### src/rtl/rv_dmem_mmio.sv
// ---------------------------------------------------------------------------
// rv_dmem_mmio
//
// Sits between the core's data port and data memory. Addresses inside the
// 16-byte window at MMIO_BASE are handled locally and never reach memory:
//
//   offset 0  TX_DATA  store pushes wr_data[7:0] (needs byte_en[0]); reads 0
//   offset 1  STATUS   bit0 FULL, bit1 EMPTY, bit2 OVF, bits[8:4] count;
//                      a store with wr_data[2]=1 clears the sticky OVF bit
//   offset 2  CYC_LO   cycle counter [31:0]; the read also snapshots [63:32]
//   offset 3  CYC_HI   the [63:32] snapshot taken by the last CYC_LO read
//
// Optional feature: the 64-bit cycle counter and its HI snapshot exist only
// when the macro RV_MMIO_CYCLE_CNT_EN is defined; otherwise offsets 2 and 3
// read as 0 and no counter flops are built.
//
// Ports
//   clk, rst            clock; synchronous active-high reset
//   addr/wr_data/wr_en/rd_en/byte_en_Q103H   core data request (stage Q103H)
//   mem_wr_en_Q103H     store enable forwarded to data memory (non-MMIO only)
//   mem_rd_data_Q104H   data memory read data (stage Q104H)
//   rd_data_Q104H       load data returned to the core (stage Q104H)
//   tx_valid/tx_data    TX FIFO head towards the byte consumer
//   tx_ready            consumer accepts the head byte
// ---------------------------------------------------------------------------
module rv_dmem_mmio #(
    parameter logic [31:0] MMIO_BASE  = 32'hFFFF_0000,
    parameter int          FIFO_DEPTH = 4
) (
    input  logic        clk,
    input  logic        rst,
    input  logic [31:0] addr_Q103H,
    input  logic [31:0] wr_data_Q103H,
    input  logic        wr_en_Q103H,
    input  logic        rd_en_Q103H,
    input  logic [3:0]  byte_en_Q103H,
    output logic        mem_wr_en_Q103H,
    input  logic [31:0] mem_rd_data_Q104H,
    output logic [31:0] rd_data_Q104H,
    output logic        tx_valid,
    output logic [7:0]  tx_data,
    input  logic        tx_ready
);

    localparam int PW = $clog2(FIFO_DEPTH);
    localparam int CW = PW + 1;

    // ---------------- address decode ----------------
    logic       is_mmio;
    logic [1:0] offset;
    logic       mmio_wr;
    logic       mmio_rd;

    assign is_mmio         = (addr_Q103H[31:4] == MMIO_BASE[31:4]);
    assign offset          = addr_Q103H[3:2];
    assign mmio_wr         = wr_en_Q103H & is_mmio;
    assign mmio_rd         = rd_en_Q103H & is_mmio;
    assign mem_wr_en_Q103H = wr_en_Q103H & ~is_mmio;

    // Inputs that the register map never looks at.
    logic unused_bits;
    assign unused_bits = ^{byte_en_Q103H[3:1], wr_data_Q103H[31:8], addr_Q103H[1:0]};

    // ---------------- TX FIFO ----------------
    logic [7:0]    fifo_mem [FIFO_DEPTH];
    logic [PW-1:0] wr_ptr;
    logic [PW-1:0] rd_ptr;
    logic [CW-1:0] count;
    logic          ovf;
    logic          full;
    logic          empty;
    logic          push;
    logic          pop;
    logic          accept;
    logic          ovf_set;
    logic          ovf_clr;

    assign full     = (count == CW'(FIFO_DEPTH));
    assign empty    = (count == '0);
    assign tx_valid = ~empty;
    assign tx_data  = fifo_mem[rd_ptr];

    assign push    = mmio_wr & (offset == 2'd0) & byte_en_Q103H[0];
    assign pop     = tx_valid & tx_ready;
    // A full FIFO still takes the byte when the head leaves in the same cycle.
    assign accept  = push & (~full | pop);
    assign ovf_set = push & full & ~pop;
    assign ovf_clr = mmio_wr & (offset == 2'd1) & wr_data_Q103H[2];

    // NOTE: sequential state uses non-blocking assignments so every flop
    // samples the pre-edge values regardless of statement order.
    always_ff @(posedge clk) begin
        if (rst) begin
            wr_ptr <= '0;
            rd_ptr <= '0;
            count  <= '0;
            ovf    <= 1'b0;
        end else begin
            if (accept) wr_ptr <= wr_ptr + PW'(1);
            if (pop)    rd_ptr <= rd_ptr + PW'(1);
            case ({accept, pop})
                2'b10:   count <= count + CW'(1);
                2'b01:   count <= count - CW'(1);
                default: count <= count;
            endcase
            // Set wins over a same-cycle clear so an overflow is never lost.
            ovf <= ovf_set | (ovf & ~ovf_clr);
        end
    end

    // NOTE: the storage array has no reset; count/pointers decide which
    // entries are meaningful, so stale bytes are never observable.
    always_ff @(posedge clk) begin
        if (accept) fifo_mem[wr_ptr] <= wr_data_Q103H[7:0];
    end

    logic [31:0] status;
    assign status = {23'd0, 5'(count), 1'b0, ovf, empty, full};

    // ---------------- optional cycle counter ----------------
`ifdef RV_MMIO_CYCLE_CNT_EN
    logic [63:0] cycle_cnt;
    logic [31:0] hi_snap;

    always_ff @(posedge clk) begin
        if (rst) begin
            cycle_cnt <= '0;
            hi_snap   <= '0;
        end else begin
            cycle_cnt <= cycle_cnt + 64'd1;
            // Snapshot HI with LO so a LO-then-HI read pair is coherent.
            if (mmio_rd && offset == 2'd2) hi_snap <= cycle_cnt[63:32];
        end
    end
`endif

    // ---------------- read mux (pre-store values) ----------------
    logic [31:0] mmio_rd_value;

    // NOTE: every always_comb output gets a default first so no latch is
    // inferred for unlisted offsets.
    always_comb begin
        mmio_rd_value = '0;
        case (offset)
            2'd1:    mmio_rd_value = status;
`ifdef RV_MMIO_CYCLE_CNT_EN
            2'd2:    mmio_rd_value = cycle_cnt[31:0];
            2'd3:    mmio_rd_value = hi_snap;
`endif
            default: mmio_rd_value = '0;
        endcase
    end

    // ---------------- Q104H load return ----------------
    logic        mmio_flag_Q104H;
    logic [31:0] mmio_val_Q104H;

    always_ff @(posedge clk) begin
        if (rst) begin
            mmio_flag_Q104H <= 1'b0;
            mmio_val_Q104H  <= '0;
        end else begin
            mmio_flag_Q104H <= mmio_rd;
            mmio_val_Q104H  <= mmio_rd_value;
        end
    end

    assign rd_data_Q104H = mmio_flag_Q104H ? mmio_val_Q104H : mem_rd_data_Q104H;

endmodule

### config.mk
export PLATFORM = sky130hd
export DESIGN_NAME = rv_dmem_mmio
export DESIGN_NICKNAME = d
export VERILOG_FILES = /design/src/rtl/rv_dmem_mmio.sv
export SDC_FILE = /design/constraint.sdc
export NUM_CORES = 1
export LEC_CHECK = 0
export BUFFER_PORTS_ARGS = -buffer_cell sky130_fd_sc_hd__buf_2
export CAP_MARGIN = 20
export CELL_PAD_IN_SITES_DETAIL_PLACEMENT = 1
export CELL_PAD_IN_SITES_GLOBAL_PLACEMENT = 1
export CORE_MARGIN = 4
export CORE_UTILIZATION = 31
export CTS_BUF_LIST = sky130_fd_sc_hd__clkbuf_16
export DETAILED_ROUTE_END_ITERATION = 10
export HOLD_SLACK_MARGIN = 0.08
export PLACE_DENSITY_LB_ADDON = 0.1
export SLEW_MARGIN = 20
export SYNTH_ARGS = -nofsm -noshare
export SYNTH_HDL_FRONTEND = slang
export SYNTH_SLANG_ARGS = --single-unit
### constraint.sdc
create_clock -name clk -period 3.59 [get_ports clk]
set_input_delay 0.718 -clock clk [delete_from_list [all_inputs] [get_ports clk]]
set_output_delay 0.718 -clock clk [all_outputs]
set_load 0.05 [all_outputs]
==> implementation parameters, run 1 <==
Parameter                              Value

Floorplanning
  Die outline area    slightly above 9000 um2
  Die width    roughly 95 um
  Vertical extent of the die    ~95 um
  Number of rows in the core area    31
  Area of the placeable core    between 7000 and 8000 um2
  Io pins    roughly 150
  Initial standard-cell utilization of the core    between 30% and 40%

Cells and area
  Post-layout nets    410
  Utilization of the core after routing    around 44%
  Antenna diodes    0
  Layout cell share with drive strength beyond 1    about 49%
  FF/Latch Area    between 1000 and 1500 um2
  Filler Cells Inserted    834
  Combined area of the multi-input logic cells    990 um2
  P&R area growth vs syn    36.0%
  Area of all placed cells without fillers    ~3200 um2

Clocking
  Clock Path Buffers    2
  Register clock-pin slew on the reported worst setup and hold paths    approximately 0.06 ns
  Post-CTS resize count    0
  Post-CTS Setup Repair Bufs    0
  Hold buffer count at cts    0
  Maximum level of the CTS H-tree    2
  Number of clock buffers inserted by TritonCTS    5
  Clk Latency, worst-skew pair    0.29 ns
  TritonCTS clock tree    built
  CTS root buf    sky130_fd_sc_hd__clkbuf_16
  Sinks on Clock Net    49

Worst setup path
  Type of the worst setup path    input port to output port
  CP Buf/Inv Count    2
  Critical path's largest stage delay    0.54 ns
  Most frequent cell on the critical path    sky130_fd_sc_hd__buf_2
  Critical path, cell by cell    buf_2 -> or4b_4 -> nor4_4 -> nand2_1 -> and2_1 -> buf_2
  Highest net fanout along the worst path    5
  Cell family with the largest share of critical-path delay    simple AND/OR/NAND/NOR gates
  Crit path DAT    around 2.3 ns
  Endpoint kind of the worst setup timing path    output port
  Max stage delay cell, worst path    sky130_fd_sc_hd__or4b_4
  Required time reported for the critical path endpoint    around 2.9 ns
  Startpoint kind of the worst setup timing path    input port

Yosys
  Post-Syn Area    between 2000 and 2500 um2
  Synthesized Nets    approximately 300
  Sequential share of the synthesized area    55.3%
  Number of synthesized register bits    between 40 and 50
  Mean cell area of the mapped netlist    12.7 um2
  Warnings from Yosys    0
  Most area-hungry cell type in the Yosys netlist    sky130_fd_sc_hd__edfxtp_1
  Count of distinct cell types in the synthesized netlist    40
  Area contributors post-synth    sky130_fd_sc_hd__edfxtp_1 41%, sky130_fd_sc_hd__dfxtp_1 14%, sky130_fd_sc_hd__mux4_2 7.7%
  Synthesized instance count    185
  Portion of synthesized cell area occupied by the leading cell type    between 40% and 50%

Power and ir drop
  Fraction of power spent switching nets    between 20% and 30%
  Maximum ir drop on the vdd rail    ~260 uV
  Switching component of the power    between 300 and 400 uW
  Clk network pwr share    approximately two fifths
  Proportion of power drawn by flip-flops and latches    between 40 and 50%
  Leakage power summed over all cells    0.00133 uW
  Relative contribution of combinational cells to total power    roughly an eighth
  Power per unit of standard cell area    just over 400 nW/um2
  P_int    between 900 and 1000 uW

STA
  Max-slew violation count    0
  Final-report setup violation count    0
  Maximum clock skew at final layout    roughly 0.0040 ns
  Max-Slew Margin vs Limit    around three fifths
  Final period demand of the worst path    3.04 ns
  Slew @ Worst Pin    around 0.62 ns
  Final number of hold-violating endpoints    0
  RSZ-0062 raised after global routing    no
  Timing-limited maximum frequency    329 MHz
  Final total negative setup slack    0 ns
  Share of the cycle needed by the critical path after routing    84.8%
  Final Hold Slack    between 0.4 and 0.5 ns

GRT
  Global routing usage on met3    about 4.3%
  Vias in the first global route    roughly 1.9k
  Pin count of the biggest net entering global routing    33
  Most utilized layer in the global route result    met2
  Number of antenna violations at the first check in global routing    0
  First-pass GRT wire length    between 9000 and 10,000 um
  GR Util met1    16.5%
  Gr ovfl total    0
  Overall fraction of global-route tracks in use    13.0%
  Met2 Usage GRT    approximately a fifth

Drt
  Number of violations reported at the end of detailed-routing iteration 0    between 40 and 50
  Routed via count    about 1.8k
  DRC    0
  Routed wire per std cell    about 14 um
  Post-Route WL    between 5000 and 6000 um
  First-pass DRT Iterations    4
  Post-DR vias/cell    roughly 4.6
  DRT antenna net count    0

Run status
  Result of the run    completed

Place
  GPL Wtd Cong    0.758
  Area after DPL    between 3000 and 4000 um2
  Half-perimeter wire length after placement    about 4600 um
  Count of input and output buffers    117

Flow run
  Count of max-cap constraint violations    0

Hold path
  Path type of the worst min-delay path    register to register
==> synth_stat cells <==
master / count
sky130_fd_sc_hd__or4bb_1: 1
sky130_fd_sc_hd__o21ai_1: 1
sky130_fd_sc_hd__or4_1: 2
sky130_fd_sc_hd__nor4_2: 1
sky130_fd_sc_hd__inv_1: 3
sky130_fd_sc_hd__nor3_1: 1
sky130_fd_sc_hd__nand2_1: 6
sky130_fd_sc_hd__nor2b_1: 28
sky130_fd_sc_hd__xor2_1: 2
sky130_fd_sc_hd__nand4b_1: 4
sky130_fd_sc_hd__nor4b_1: 1
sky130_fd_sc_hd__mux2i_1: 2
sky130_fd_sc_hd__nor2_1: 11
sky130_fd_sc_hd__dfxtp_1: 17
sky130_fd_sc_hd__and3_1: 2
sky130_fd_sc_hd__a311oi_1: 1
sky130_fd_sc_hd__a221oi_1: 1
sky130_fd_sc_hd__o2111ai_1: 1
sky130_fd_sc_hd__nor4_4: 1
sky130_fd_sc_hd__buf_1: 1
sky130_fd_sc_hd__xnor2_1: 1
sky130_fd_sc_hd__or2_2: 1
sky130_fd_sc_hd__nor3b_1: 3
sky130_fd_sc_hd__or4b_4: 1
sky130_fd_sc_hd__nand3b_1: 1
sky130_fd_sc_hd__mux2_2: 7
sky130_fd_sc_hd__a21oi_1: 3
sky130_fd_sc_hd__and4b_1: 1
sky130_fd_sc_hd__clkbuf_1: 8
sky130_fd_sc_hd__edfxtp_1: 32
sky130_fd_sc_hd__o21ai_0: 3
sky130_fd_sc_hd__and2_1: 11
sky130_fd_sc_hd__buf_2: 1
sky130_fd_sc_hd__nand3_1: 4
sky130_fd_sc_hd__ha_1: 4
sky130_fd_sc_hd__nand4_1: 3
sky130_fd_sc_hd__buf_6: 1
sky130_fd_sc_hd__or3_1: 4
sky130_fd_sc_hd__mux4_2: 8
sky130_fd_sc_hd__fa_1: 1
==> worst reg2reg max path, stage by stage, from the launching register on <==
cell                       delay, ns
sky130_fd_sc_hd__dfxtp_1        0.42
sky130_fd_sc_hd__or3_1          0.49
sky130_fd_sc_hd__nand2_1        0.17
sky130_fd_sc_hd__nor2_1         0.08
sky130_fd_sc_hd__fa_1           0.51
sky130_fd_sc_hd__mux2_2         0.15
sky130_fd_sc_hd__nor2_1         0.04
sky130_fd_sc_hd__a311oi_1       0.24
==> layout make-up <==
class	instances	area share, %
Clock buffer	5	3.91
Clock inverter	3	1.49
Inverter	3	0.352
Multi-Input combinational cell	122	30.9
Sequential cell	49	40.7
Tap cell	99	3.87
Timing Repair Buffer	119	18.8
==> cells by family after synthesis <==
group / Yosys count / synth area share (%)
XOR/XNOR: 3 / 1.12
AO/OA/AOI/OAI: 10 / 2.61
multiplexers: 17 / 11.9
adder cells (fa/ha/maj): 5 / 2.98
buffers and inverters: 14 / 2.61
flip-flops: 49 / 55.3
AND/OR/NAND/NOR: 87 / 23.5
==> sequential cells by signal (all words and copies together) (netlist names), named ones only <==
signal           cells
rd_ptr               2
wr_ptr               2
fifo_mem            32
mmio_val_Q104H       6
mmio_flag_Q104H      1
ovf                  1
count                3
==> metrics by stage <==
| stage | total power, uW | std cells | worst slack, ns |
|---|---|---|---|
| CTS | 1310 | 400 | 0.511 |
| global placement | 770 | 392 | 0.536 |
| finish | 1290 | 400 | 0.547 |
| floorplan | 706 | 185 | 0.702 |
| detailed placement | 771 | 392 | 0.513 |
| global route | 1350 | 400 | 0.433 |
==> final timing paths <==
check | depth (start not counted) | end | slack (ns) | from
worst max-delay path | 6 | mem_wr_en_Q103H | 0.55 | addr_Q103H[13]
worst min register to register | 2 | ovf | 0.48 | ovf
worst max register to register | 7 | count[1] | 1.40 | count[0]
worst min-delay path | 2 | ovf | 0.48 | ovf
==> power groups by stage <==
stage                     registers (uW)  logic [uW]  clock network (uW)
after floorplan                      612        94.2                   0
after global placement               612         158                   0
after detailed placement             612         159                   0
after CTS                            599         159                 555
after global routing                 599         169                 581
final                                599         157                 537
==> routing by layer <==
| layer | part of all wire [%] | wire length (um) | vias up |
|---|---|---|---|
| li1 | - | - | 903 |
| met1 | 41 | 2390 | 845 |
| met2 | 46 | 2680 | 89 |
| met3 | 11 | 620 | 6 |
| met4 | 1.4 | 83 | 0 |
| met5 | 0 | 0 | - |
==> cells in the final DEF (no fill, tap or decap), drive strengths merged, types with 5 or more instances in the layout <==
| cell | instances |
|---|---|
| buf | 119 |
| edfxtp | 32 |
| nor2 | 11 |
| mux4 | 8 |
| mux2 | 7 |
| dfxtp | 17 |
| inv | 5 |
| nor2b | 28 |
| nand2 | 6 |
| and2 | 11 |
| clkbuf | 5 |
(Power assumes the default switching activity.)
==> run 2, diff against run 1 <==
- ABC_AREA: default -> 1
- CORE_UTILIZATION: 31 -> 30
- clock period: 3.59 -> 2.96 ns (I/O delays scaled with it)
==> run 2 against run 1 <==
Sequential share of layout area fell by 0.39 points. Critical path depth fell by 1. Count of clock-buffer cells in the layout did not move. Critical path type is now register to output port. Non-clock buffer count increased by 4. Largest cell class unchanged. Final cell count up 21%. Global-route usage hardly changed. Critical endpoint is now tx_data[2]. Largest power group unchanged. Highest routed layer unchanged. Area after synthesis is 0.69% lower. Wire length is 4.6% higher.
==> implementation parameters, run 2 <==
Parameter                              Value

Worst setup path
  Type of the worst setup path    register to output port
  Crit path DAT    1.78 ns (-0.54 ns)
  Critical register-to-register path endpoint    count[2]
  R2r setup slk    1.20 ns (-0.20 ns)
  Number of cells on the worst reg-to-reg path    11 (+4)
  Reg2Reg Launch Point    count[0]
  Required time reported for the critical path endpoint    2.37 ns (-0.50 ns)
  Highest net fanout along the worst path    17 (+12)
  Endpoint kind of the worst setup timing path    output port
  Startpoint kind of the worst setup timing path    register

Yosys
  Portion of synthesized cell area occupied by the leading cell type    41.1% (+0.28 points)
  Synthesized instance count    259 (+40%)
  Area contributors post-synth    sky130_fd_sc_hd__edfxtp_1 41%, sky130_fd_sc_hd__dfxtp_1 15%, sky130_fd_sc_hd__nor2_1 11%
  Warnings from Yosys    0 (unchanged)
  Sequential share of the synthesized area    55.7% (+0.39 points)
  Post-Syn Area    2340 um2 (-0.69%)
  Number of synthesized register bits    49 (unchanged)
  Synthesized Nets    369 (+25%)
  Number of enable flip-flop cells after synthesis    32 (unchanged)
  Most used flip-flop cell after synthesis    sky130_fd_sc_hd__edfxtp_1
  Commonest cells in the synthesized netlist    70 x sky130_fd_sc_hd__nor2_1, 45 x sky130_fd_sc_hd__inv_1, 32 x sky130_fd_sc_hd__edfxtp_1, 21 x sky130_fd_sc_hd__nand2_1, 19 x sky130_fd_sc_hd__o21ai_0
  Async set or reset register ratio after synthesis    0% (unchanged)
  Count leader, synth    sky130_fd_sc_hd__nor2_1
  Most area-hungry cell type in the Yosys netlist    sky130_fd_sc_hd__edfxtp_1
  Count of distinct cell types in the synthesized netlist    26 (-35%)
  Mean cell area of the mapped netlist    9.02 um2 (-29%)

Cells and area
  Combined area of the multi-input logic cells    840 um2 (-15%)
  P&R area growth vs syn    38.3%
  Number of flip-flops under the largest register name    32 (unchanged)
  Post-layout nets    494 (+20%)
  Most common cell after layout, fill and taps aside    sky130_fd_sc_hd__buf_2
  Cell Count, Final, Fillers Out    484 (+21%)
  Filler Cells Inserted    904 (+8.4%)
  Layout cell share with drive strength beyond 1    40.0% (-8.5 points)
  Antenna diodes    0 (unchanged)
  Top Registers    fifo_mem (32), mmio_val_Q104H (6), count (3)
  FF/Latch Area    1300 um2 (unchanged)
  Register ranked first by flip-flop count    fifo_mem
  Commonest cells after routing, fill and taps aside    117 x sky130_fd_sc_hd__buf_2, 70 x sky130_fd_sc_hd__nor2_1, 45 x sky130_fd_sc_hd__inv_1

Floorplanning
  Number of rows in the core area    31 (unchanged)
  Die width    96.2 um (+1.2%)
  Io pins    147 (unchanged)
  Die outline area    9260 um2 (+2.4%)
  Vertical extent of the die    96.2 um (+1.2%)
  Initial standard-cell utilization of the core    31.5% (-0.56 points)
  Area of the placeable core    7410 um2 (+1.1%)

Drt
  DRC    0 (unchanged)
  Number of violations reported at the end of detailed-routing iteration 0    70 (+49%)
  Routed wire per std cell    12.5 um (-14%)
  Post-DR vias/cell    4.37 (-5.1%)
  Routed via count    2,117 (+15%)
  First-pass DRT Iterations    5 (+1)
  DRT antenna net count    0 (unchanged)
  Post-Route WL    6040 um (+4.6%)

STA
  Final number of hold-violating endpoints    0 (unchanged)
  Max-slew violation count    0 (unchanged)
  Final period demand of the worst path    between 2 and 2.5 ns
  Maximum clock skew at final layout    0.00737 ns (+0.00339 ns)
  Max-Slew Margin vs Limit    69.3% (+11 points)
  Final Hold Slack    0.437 ns (-0.0400 ns)
  Timing-limited maximum frequency    approximately 420 MHz
  Worst Slack Setup Final    0.592 ns (+0.0455 ns)
  Slew @ Worst Pin    0.460 ns (-0.162 ns)
  RSZ-0062 raised after global routing    no
  Final total negative setup slack    0 ns (unchanged)
  Final-report setup violation count    0 (unchanged)
  Share of the cycle needed by the critical path after routing    80.0%

Power and ir drop
  Proportion of power drawn by flip-flops and latches    37.7% (-8.6 points)
  Power per unit of standard cell area    649 nW/um2 (+61%)
  Maximum ir drop on the vdd rail    315 uV (+21%)
  Total power after layout    2100 uW (+62%)
  P_int    1280 uW (+29%)
  Clk network pwr share    27.6% (-14 points)
  Switching component of the power    820 uW (+170%)
  Fraction of power spent switching nets    39.1% (+15 points)
  Relative contribution of combinational cells to total power    34.7% (+23 points)
  Leakage power summed over all cells    0.00155 uW (+17%)

Clocking
  Sinks on Clock Net    49 (unchanged)
  Post-CTS resize count    0 (unchanged)
  Hold buffer count at cts    0 (unchanged)
  Maximum level of the CTS H-tree    2 (unchanged)
  TritonCTS clock tree    built
  Post-CTS Setup Repair Bufs    0 (unchanged)
  CTS root buf    sky130_fd_sc_hd__clkbuf_16
  Clock Path Buffers    2 (unchanged)
  Clk Latency, worst-skew pair    0.28 ns (about the same)
  Number of clock buffers inserted by TritonCTS    5 (unchanged)
  Register clock-pin slew on the reported worst setup and hold paths    0.07 ns (about the same)

GRT
  Gr ovfl total    0 (unchanged)
  Vias in the first global route    2,056 (+10%)
  First-pass GRT wire length    9320 um (+2.2%)
  Pin count of the biggest net entering global routing    33 (unchanged)
  Number of antenna violations at the first check in global routing    0 (unchanged)
  Overall fraction of global-route tracks in use    13.1% (+0.047 points)

Hold path
  Hold path endpoint    mmio_val_Q104H[2]
  Path type of the worst min-delay path    register to register
  Start point of the worst hold path    ovf
  Worst hold path depth    2 (unchanged)

Place
  Half-perimeter wire length after placement    4780 um (+4.0%)
  Worst setup slack after placement    0.602 ns (+0.0898 ns)
  Total instance count after detailed placement    476 (+21%)
  Count of input and output buffers    117 (unchanged)
  GPL Wtd Cong    0.730 (-3.7%)

Run status
  Result of the run    completed

Flow run
  Count of max-cap constraint violations    0 (unchanged)
run 2: cell families after synthesis:
kind of cell / synth area share [%]
buffers and inverters: 8.36
flip-flops: 55.7
multiplexers: 2.89
adder cells (fa/ha/maj): 3.00
AND/OR/NAND/NOR: 21.0
AO/OA/AOI/OAI: 9.05
run 2: layer usage:
metal,vias up,track usage (%),part of all wire (%)
met4,0,3.91,0.80
met1,965,14.0,39
met3,4,3.67,7.2
met2,68,24.6,53
li1,1080,-,-
met5,-,0,0
run 2: layout make-up:
class	instances	share of cell area [%]
clock buffers	5	3.87
clock inverters	3	1.05
inverters	47	5.46
multi-input cells	158	26.0
flip-flops and latches	49	40.3
well taps	99	3.83
repair buffers	123	19.5
run 2: worst max-delay path, cell delays in order, from the launching register on:
cell	delay [ns]
sky130_fd_sc_hd__dfxtp_1	0.30
sky130_fd_sc_hd__buf_4	0.18
sky130_fd_sc_hd__inv_1	0.36
sky130_fd_sc_hd__o21ai_0	0.14
sky130_fd_sc_hd__o22ai_1	0.19
sky130_fd_sc_hd__buf_2	0.31
run 2: stage by stage:
| stage | util [%] | instance area (um2) |
|---|---|---|
| final | 43.6 | 3230 |
| after global routing | 43.6 | 3230 |
| after CTS | 43.6 | 3230 |
| after detailed placement | 41.5 | 3070 |
| after global placement | 41.5 | 3070 |
| after floorplan | - | 2340 |
run 2: worst max-delay path by stage:
stage,from,to,slack [ns],cells past startpoint
final,register,tx_data[2],0.59,5
after floorplan,register,tx_data[0],0.76,4
after CTS,register,tx_data[2],0.55,5
after global routing,register,tx_data[2],0.45,5
after detailed placement,addr_Q103H[15],count[2],0.60,14
after global placement,addr_Q103H[15],count[2],0.64,14
run 2: power by group through the flow:
stage	combinational (uW)	clock (uW)	sequential, uW
after detailed placement	742	0	808
after CTS	742	596	792
after floorplan	536	0	804
after global placement	731	0	806
final	728	578	791
after global routing	798	624	797
